[config.mk]
export PLATFORM = sky130hd
export DESIGN_NAME = irq_controller_flat
export DESIGN_NICKNAME = d
export VERILOG_FILES = /design/src/rtl/irq_controller_pkg.sv /design/src/rtl/irq_controller_if.sv /design/src/rtl/irq_controller_source.sv /design/src/rtl/irq_controller.sv /design/src/flat_wrapper.sv
export SDC_FILE = /design/constraint.sdc
export NUM_CORES = 1
export LEC_CHECK = 0
export ABC_AREA = 1
export CELL_PAD_IN_SITES_DETAIL_PLACEMENT = 2
export CELL_PAD_IN_SITES_GLOBAL_PLACEMENT = 2
export CORE_UTILIZATION = 25
export DETAILED_ROUTE_END_ITERATION = 10
export DONT_BUFFER_PORTS = 1
export PLACE_DENSITY = 0.68
export SLEW_MARGIN = 20
export SYNTH_ARGS = -nofsm -noshare
export SYNTH_HDL_FRONTEND = slang
export SYNTH_SLANG_ARGS = --single-unit
[constraint.sdc]
create_clock -name clk -period 3.4 [get_ports clk]
set_input_delay 0.34 -clock clk [delete_from_list [all_inputs] [get_ports clk]]
set_output_delay 0.34 -clock clk [all_outputs]
set_load 0.01 [all_outputs]
[src/rtl/irq_controller_pkg.sv]
// Shared constants for the external interrupt controller: register indices,
// CLAIM word layout and MODE encodings.
package irqc_pkg;

  localparam logic [2:0] IRQC_PENDING = 3'd0;
  localparam logic [2:0] IRQC_ENABLE  = 3'd1;
  localparam logic [2:0] IRQC_MODE    = 3'd2;
  localparam logic [2:0] IRQC_ROUTE   = 3'd3;
  localparam logic [2:0] IRQC_CLAIM   = 3'd4;
  localparam logic [2:0] IRQC_RAW     = 3'd5;

  localparam int IRQC_CLAIM_VLD = 31;

  localparam logic IRQC_LEVEL = 1'b0;
  localparam logic IRQC_EDGE  = 1'b1;

  function automatic logic [31:0] claim_word(input logic vld, input logic [4:0] id);
    logic [31:0] w;
    w = '0;
    if (vld) begin
      w[IRQC_CLAIM_VLD] = 1'b1;
      w[4:0]            = id;
    end
    return w;
  endfunction

endpackage

[src/rtl/irq_controller_if.sv]
// Register bus between the CPU data path and the interrupt controller.
interface irq_controller_if;
  logic        sel;
  logic        we;
  logic [2:0]  addr;
  logic [31:0] wdata;
  logic [31:0] rdata;

  modport master (output sel, we, addr, wdata, input rdata);
  modport slave  (input sel, we, addr, wdata, output rdata);
endinterface

[src/rtl/irq_controller_source.sv]
// One interrupt source: optional 2-flop synchronizer (IRQC_SYNC_EN), edge
// history and the pending bit in level or rising-edge mode.
module irqc_source
  import irqc_pkg::*;
(
  input  logic clk,
  input  logic reset,
  input  logic src,
  input  logic mode,
  input  logic clr,
  input  logic mode_chg,
  output logic s,
  output logic pending
);

`ifdef IRQC_SYNC_EN
  logic [1:0] sync;
  always_ff @(posedge clk) begin
    if (reset) sync <= '0;
    else       sync <= {sync[0], src};
  end
  assign s = sync[1];
`else
  assign s = src;
`endif

  logic prev;

  // A rising edge beats a simultaneous clear; a mode change wipes the bit and
  // resyncs history so the new mode starts without a phantom edge.
  always_ff @(posedge clk) begin
    if (reset) begin
      prev    <= 1'b0;
      pending <= 1'b0;
    end else begin
      prev <= s;
      if (mode_chg)                pending <= 1'b0;
      else if (mode == IRQC_LEVEL) pending <= s;
      else if (s && !prev)         pending <= 1'b1;
      else if (clr)                pending <= 1'b0;
    end
  end

endmodule

[src/rtl/irq_controller.sv]
// Memory-mapped external interrupt controller driving CP0 interrupts[7:4].
// Build option: define IRQC_SYNC_EN to put a 2-flop synchronizer on each src.
module irq_controller
  import irqc_pkg::*;
#(
  parameter int NSRC   = 16,
  parameter int NLINES = 4
) (
  input  logic                clk,
  input  logic                reset,
  input  logic [NSRC-1:0]     src,
  irq_controller_if.slave     bus,
  output logic [NLINES-1:0]   irq_out
);

  logic [NSRC-1:0]   enable, mode, pending, raw, active, clr, mode_chg, claim_oh;
  logic [2*NSRC-1:0] route;
  logic [NLINES-1:0] line_nxt;
  logic [4:0]        claim_id;
  logic              claim_vld, wr, rd, claim_rd;

  assign wr       = bus.sel & bus.we;
  assign rd       = bus.sel & ~bus.we;
  assign active   = pending & enable;
  assign claim_rd = rd && (bus.addr == IRQC_CLAIM) && claim_vld;

  // Lowest-numbered enabled pending source wins; routing is irrelevant here.
  always_comb begin
    claim_vld = 1'b0;
    claim_id  = '0;
    claim_oh  = '0;
    for (int i = NSRC - 1; i >= 0; i--) begin
      if (active[i]) begin
        claim_vld   = 1'b1;
        claim_id    = 5'(i);
        claim_oh    = '0;
        claim_oh[i] = 1'b1;
      end
    end
  end

  always_comb begin
    clr = '0;
    if (wr && bus.addr == IRQC_PENDING) clr = bus.wdata[NSRC-1:0];
    if (claim_rd)                       clr = clr | claim_oh;
  end

  assign mode_chg = (wr && bus.addr == IRQC_MODE) ? (bus.wdata[NSRC-1:0] ^ mode) : '0;

  for (genvar g = 0; g < NSRC; g++) begin : g_src
    irqc_source u_src (
      .clk      (clk),
      .reset    (reset),
      .src      (src[g]),
      .mode     (mode[g]),
      .clr      (clr[g]),
      .mode_chg (mode_chg[g]),
      .s        (raw[g]),
      .pending  (pending[g])
    );
  end

  always_comb begin
    line_nxt = '0;
    for (int i = 0; i < NSRC; i++)
      if (active[i]) line_nxt[route[2*i +: 2]] = 1'b1;
  end

  always_ff @(posedge clk) begin
    if (reset) begin
      enable  <= '0;
      mode    <= '0;
      route   <= '0;
      irq_out <= '0;
    end else begin
      if (wr) begin
        case (bus.addr)
          IRQC_ENABLE: enable <= bus.wdata[NSRC-1:0];
          IRQC_MODE:   mode   <= bus.wdata[NSRC-1:0];
          IRQC_ROUTE:  route  <= bus.wdata[2*NSRC-1:0];
          default: ;
        endcase
      end
      irq_out <= line_nxt;
    end
  end

  always_comb begin
    bus.rdata = '0;
    if (bus.sel) begin
      case (bus.addr)
        IRQC_PENDING: bus.rdata = 32'(pending);
        IRQC_ENABLE:  bus.rdata = 32'(enable);
        IRQC_MODE:    bus.rdata = 32'(mode);
        IRQC_ROUTE:   bus.rdata = 32'(route);
        IRQC_CLAIM:   bus.rdata = claim_word(claim_vld, claim_id);
        IRQC_RAW:     bus.rdata = 32'(raw);
        default:      bus.rdata = '0;
      endcase
    end
  end

endmodule

[src/flat_wrapper.sv]
// flat-port wrapper written by rule: the top's interface ports become plain ports
module irq_controller_flat import irqc_pkg::*;
#(
  parameter int NSRC   = 16,
  parameter int NLINES = 4
)
  (clk, reset, src, irq_out, bus_sel, bus_we, bus_addr, bus_wdata, bus_rdata);
  irq_controller_if bus_i ();
  input  logic clk;
  input  logic reset;
  input  logic [NSRC-1:0] src;
  output logic [NLINES-1:0] irq_out;
  input wire logic [$bits(bus_i.sel)-1:0] bus_sel;
  input wire logic [$bits(bus_i.we)-1:0] bus_we;
  input wire logic [$bits(bus_i.addr)-1:0] bus_addr;
  input wire logic [$bits(bus_i.wdata)-1:0] bus_wdata;
  output wire logic [$bits(bus_i.rdata)-1:0] bus_rdata;
  assign bus_i.sel = bus_sel;
  assign bus_i.we = bus_we;
  assign bus_i.addr = bus_addr;
  assign bus_i.wdata = bus_wdata;
  assign bus_rdata = bus_i.rdata;
  irq_controller #(.NSRC(NSRC), .NLINES(NLINES)) u_core (.clk(clk), .reset(reset), .src(src), .bus(bus_i), .irq_out(irq_out));
endmodule
# Yosys cells after proc, flatten, opt, wreduce, memory -nomap -nowiden
# Index checks and enable logic that the tools add are counted.
[op_classes]
magnitude_cmp = 32
n_eq_ne = 21
muxes = 151
bitwise_logic = 21
n_reduce_logical = 72
[op_table]
columns = ["operator", "n"]
rows = [
  ["two-way mux 16 bit", 19],
  ["one-hot mux 32 bit (6 select lines)", 1],
  ["two-way mux 4 bit", 33],
  ["two-way mux 1 bit", 81],
  ["bitwise OR 4 bit", 15],
  ["less-than comparator 2 x 3 -> 1 bit, second input constant", 16],
  ["inequality test 3 bit, second input constant", 16],
  ["logical AND 1 bit", 36],
  ["demux 1 bit (select 2 bit)", 16],
  [">= comparator 2 x 1 -> 1 bit, second input constant", 16],
  ["two-way mux 32 bit", 1],
  ["OR reduction 2 bit", 16],
  ["AND 16 bit", 1],
  ["logical NOT 1 bit", 16],
  ["bitwise OR 16 bit", 1],
  ["bitwise XOR 16 bit", 1],
  ["equality test 3 x 2 -> 1 bit, second input constant", 2],
  ["equality test 3 bit, second input constant", 2],
  ["AND reduction 2 bit", 3],
  ["equality test 3 x 1 -> 1 bit, second input constant", 1],
  ["logical NOT 3 bit", 1],
  ["AND 1 bit", 2],
  ["inverter 1 bit", 1],
]
[totals]
ff_bits = 100
input_bits = 55
word_cells = 333

# Longest topological paths before layout
[depth]
word_depth = 35
depth_mapped = 12
depth_no_buf = 12

# Cells and area by module
# A second synthesis with hierarchy kept.
[hier_totals]
cells_unflattened = 839
hier_area_um2 = 5774.3
[modules_own_cells]
columns = ["module", "n_inst", "cells_each", "area_per_inst_um2", "seq_area_each_um2"]
rows = [
  ["irq_controller", 1, 663, 4393.0, 1361.3],
  ["irqc_source", 16, 11, 86.3, 40.0],
]

# Worst setup path before layout
# Ideal clock, no wire load.
[synth_timing]
kind = "input-to-output"
startpoint = "input port bus_addr[0]"
endpoint = "output port bus_rdata[10]"
t_arrival_ns = 1.344
setup_slack_ns = 1.716
path_stages = 6
n_path_buf = 1
cell_sequence = "inv_2 nand2_1 nor2_2 clkbuf_1 nand2_1 a31oi_1"
[synth_via]
elab_chain_len = 3
[synth_rtl]
columns = ["element", "line_no", "text"]
rows = [
  ["start, declared", "flat_wrapper.sv:15", "input wire logic [$bits(bus_i.addr)-1:0] bus_addr;"],
  ["equality test 3 bit (tied with other cells)", "irq_controller.sv:91", "case (bus.addr)"],
  ["one-hot mux 32 bit (6 select lines) *", "irq_controller.sv:91", ""],
  ["two-way mux 32 bit *", "irq_controller.sv:90", "if (bus.sel) begin"],
  ["end, declared", "flat_wrapper.sv:17", "output wire logic [$bits(bus_i.rdata)-1:0] bus_rdata;"],
]
# Mark *: on every way between the ends. The rest lies on a longest branch, timed or not.

# Worst setup path in the final report
[layout_timing]
startpoint = "register u_core.g_src[15].u_src.pending"
endpoint = "output port bus_rdata[0]"
[layout_via]
elab_chain_len = 20
[layout_rtl]
columns = ["element", "line_no", "text"]
rows = [
  ["start, declared", "irq_controller_source.sv:13", "output logic pending"],
  ["start signal, assigned", "irq_controller_source.sv:38", "else if (mode == IRQC_LEVEL) pending <= s;"],
  ["AND 16 bit *", "irq_controller.sv:24", "assign active = pending & enable;"],
  ["two-way mux 4 bit / two-way mux 1 bit (equally long branches) (16 in series)", "irq_controller.sv:33", "if (active[i]) begin"],
  ["two-way mux 4 bit *", "irq_controller_pkg.sv:20", "if (vld) begin"],
  ["one-hot mux 32 bit (6 select lines) *", "irq_controller.sv:91", ""],
  ["two-way mux 32 bit *", "irq_controller.sv:90", ""],
]
# Marks and branches as above.

==> impl_metrics.tcl <==
set metrics [dict create \
    tightest_slew_ns 0.8317 \
    async_flop_share_pct 0 \
    multi_input_area_um2 3062 \
    syn-cell-area_um2 5625 \
    status "finished, violations left" \
    cts_made_buffers 9 \
    synth-edff-count 0 \
    cpPeakStageDelay_ns 0.38 \
    grt_overflow 0 \
    final_area_um2 6202 \
    grt_pass1_wl_um 36360 \
    cp.arrival_ns 2.06 \
    cp-end-kind "output port" \
    cp-start-kind "flip-flop" \
    nets 860 \
    drc 14 \
    layout-drive-gt1-share_pct 9.383 \
    ys_warn_count 0 \
    dieArea_um2 23110 \
    cts_root_buffer "clkbuf_16" \
    die_w_um 152.0 \
    final_common_cell "nand2_1" \
    critPathSlowestCell "dfxtp_1" \
    r2r_slack_ns 1.50 \
    setup_tns_ns 0 \
    ys_ff_latch 100 \
    clock.fmax_ghz 0.4170 \
    grt_pass1_vias 6054 \
    placed_area_um2 5898 \
    synth_top_area_share_pct 35.59 \
    cts.clk_slew.worst_paths_ns 0.07 \
    crit_fanout 7 \
    syn_nets 873 \
    ctsLongestPathBuffers 2 \
    holdBufCountCts 0 \
    finClkSkew_ns 0.01078 \
    regArea_um2 2002 \
    p_per_area_nw_per_um2 412.8 \
    grt_max_degree 42 \
    worstSetupPathType "reg -> out" \
    ios 91 \
    finalCriticalPeriod_ns 2.398 \
    layout_common_cells "nand2_1, inv_1, dfxtp_1, o21ai_0, a21oi_1" \
    synth_area_leader_cell "dfxtp_1" \
    cts_tree "yes" \
    initial_core_util_pct 25.62 \
    ys.flop_type "dfxtp_1" \
    ant_nets 0 \
    drtIter0Drc 309 \
    crit_chain "nand2_1 > inv_1 > nand3_1 > nand3_1 > nand2_1 > nand2_1 > nand2_1 > nand2_1 > nand2_1 > nand2_1 > nand2_1 > a21oi_1" \
    leakage_nw 2.277 \
    hold_depth 1 \
    syn_area_per_cell_um2 6.877 \
    htree_levels 3 \
    insertion_delay_ns 0.36 \
    ctsResizeCount 0 \
    final-hold-violation-count 0 \
    synthTopCellsByArea "dfxtp_1, nand2_1, o21ai_0" \
    port_buffers 0 \
    wire_per_inst_um 21.14 \
    antenna_found_initial 0 \
    layout_worst_path_cycle_share_pct 70.53 \
    crit_buf_inv 1 \
    viasPerCell 5.210 \
    holdCritStartpoint "reset" \
    core_area_um2 21960 \
    ys_seq_area_share_pct 35.59 \
    routed_wl_um 23040 \
    dp_hpwl_um 17470 \
    maxSlewViolCount 0 \
    rr_endpoint "u_core.g_src[11].u_src.pending$_SDFFE_PP0P_" \
    num_rows 54 \
    grt_setup_unrepaired "no" \
    nFillCells 2611 \
    irDropWorstVdd_mv 0.1760 \
    cap_violations 0 \
    violations "DRC" \
    diodes 0 \
    rr_worst_depth 9 \
    cts_sinks 100 \
    syn2layout_area_growth_pct 10.25 \
    netlist_instances 818 \
    hold_path_end "u_core.g_src[6].u_src.prev$_SDFF_PP0_" \
    num_vias 5679 \
    setup_viol 0 \
    dr.pass1.iters 7 \
    r2r_start "u_core.g_src[12].u_src.pending$_SDFFE_PP0P_" \
    grt_usage_pct 20.39 \
    cp.required_ns 3.06 \
    crit_family "simple AND/OR/NAND/NOR gates" \
    gp_congestion 0.8405 \
    die_height_um 152.0 \
    cpMostUsedCell "nand2_1" \
    cts_setup_buffers 0 \
    hold_path.class "in -> reg" \
    synth.distinct_cells 45 \
    relSlewSlack_pct 44.49 \
]
## power by group
part	total [mW]	internal [mW]	switching (mW)	leakage [nW]
clock	1.10	0.615	0.488	0.150
sequential	1.24	1.21	0.0327	0.817
combinational	0.216	0.0643	0.151	1.31
total	2.56	1.89	0.672	2.28
## worst reg2reg max path: cells and delay by family (launching register included)
family / cells / cell delay (ns)
simple gates: 6 / 1.15
flops: 1 / 0.42
compound gates: 2 / 0.15
buf+inv: 1 / 0.07
## flip-flops by register name, summed over array words and instances (netlist names)
signal and cells:
u_core.mode 16, u_core.route 32, u_core.irq_out 4, u_core.g_src.u_src.prev 16
u_core.g_src.u_src.pending 16, u_core.enable 16
## through the flow
stage / hold WS (ns) / setup WS (ns) / utilization (%) / power, mW / cells
after floorplan: 0.4619 / 1.716 / - / 1.417 / 818
after global placement: 0.4171 / 1.128 / 26.86 / 1.481 / 1074
after detailed placement: 0.4198 / 1.074 / 26.86 / 1.489 / 1074
after CTS: 0.03759 / 1.005 / 28.24 / 2.592 / 1090
after global routing: 0.03976 / 0.8385 / 28.24 / 2.656 / 1090
final: 0.04544 / 1.002 / 28.24 / 2.560 / 1090
## routing by layer
metal	GRT usage [%]	wire (µm)
met4	5.734	323
met3	3.879	1055
met1	25.90	10700
met5	0	0
met2	35.07	10960
## cell type report
class / instances / area share [%]
multi-input cells: 575 / 49.36
clock buffers: 13 / 4.196
clock inverters: 3 / 0.7061
flip-flops and latches: 100 / 32.28
repair buffers: 10 / 1.210
inverters: 109 / 6.597
well taps: 280 / 5.649
## cell families (layout without fill, tap and decap cells)
| family | count (synthesis) | after routing | synth area share [%] |
|---|---|---|---|
| buffers and inverters | 143 | 135 | 9.986 |
| and+or+nand+nor | 324 | 324 | 28.85 |
| AOI/OAI and AO/OA | 238 | 238 | 23.55 |
| xor gates and xnor gates | 13 | 13 | 2.024 |
| DFF | 100 | 100 | 35.59 |
## worst max-delay path by stage
stage	to	from	cells past startpoint
floorplan	bus_rdata[10]	bus_addr[0]	6
detailed placement	bus_rdata[1]	bus_addr[2]	5
CTS	bus_rdata[0]	u_core.enable[15]$_SDFFE_PP0P_	12
global placement	bus_rdata[12]	bus_addr[2]	5
finish	bus_rdata[0]	u_core.g_src[15].u_src.pending$_SDFFE_PP0P_	12
global route	bus_rdata[0]	u_core.g_src[15].u_src.pending$_SDFFE_PP0P_	12
## synth_stat cells (2+ instances only)
library cell / n
a31oi_1: 18
a22oi_1: 2
buf_2: 9
nand2_2: 13
a21oi_1: 84
nor2_2: 2
o21ai_0: 85
nor3b_1: 5
nand2_4: 8
o21ai_1: 10
clkbuf_1: 20
a311oi_1: 5
inv_2: 6
a211oi_1: 2
nor2_8: 2
nand2_1: 115
nor3_1: 79
dfxtp_1: 100
xnor2_1: 13
a21oi_2: 9
nor4_1: 14
clkbuf_2: 2
inv_1: 102
nor2_1: 54
a21boi_0: 2
nor2_4: 4
o22ai_1: 16
nand4_1: 5
nand3_1: 16
Note: power is estimated with default switching activity, not from simulation.
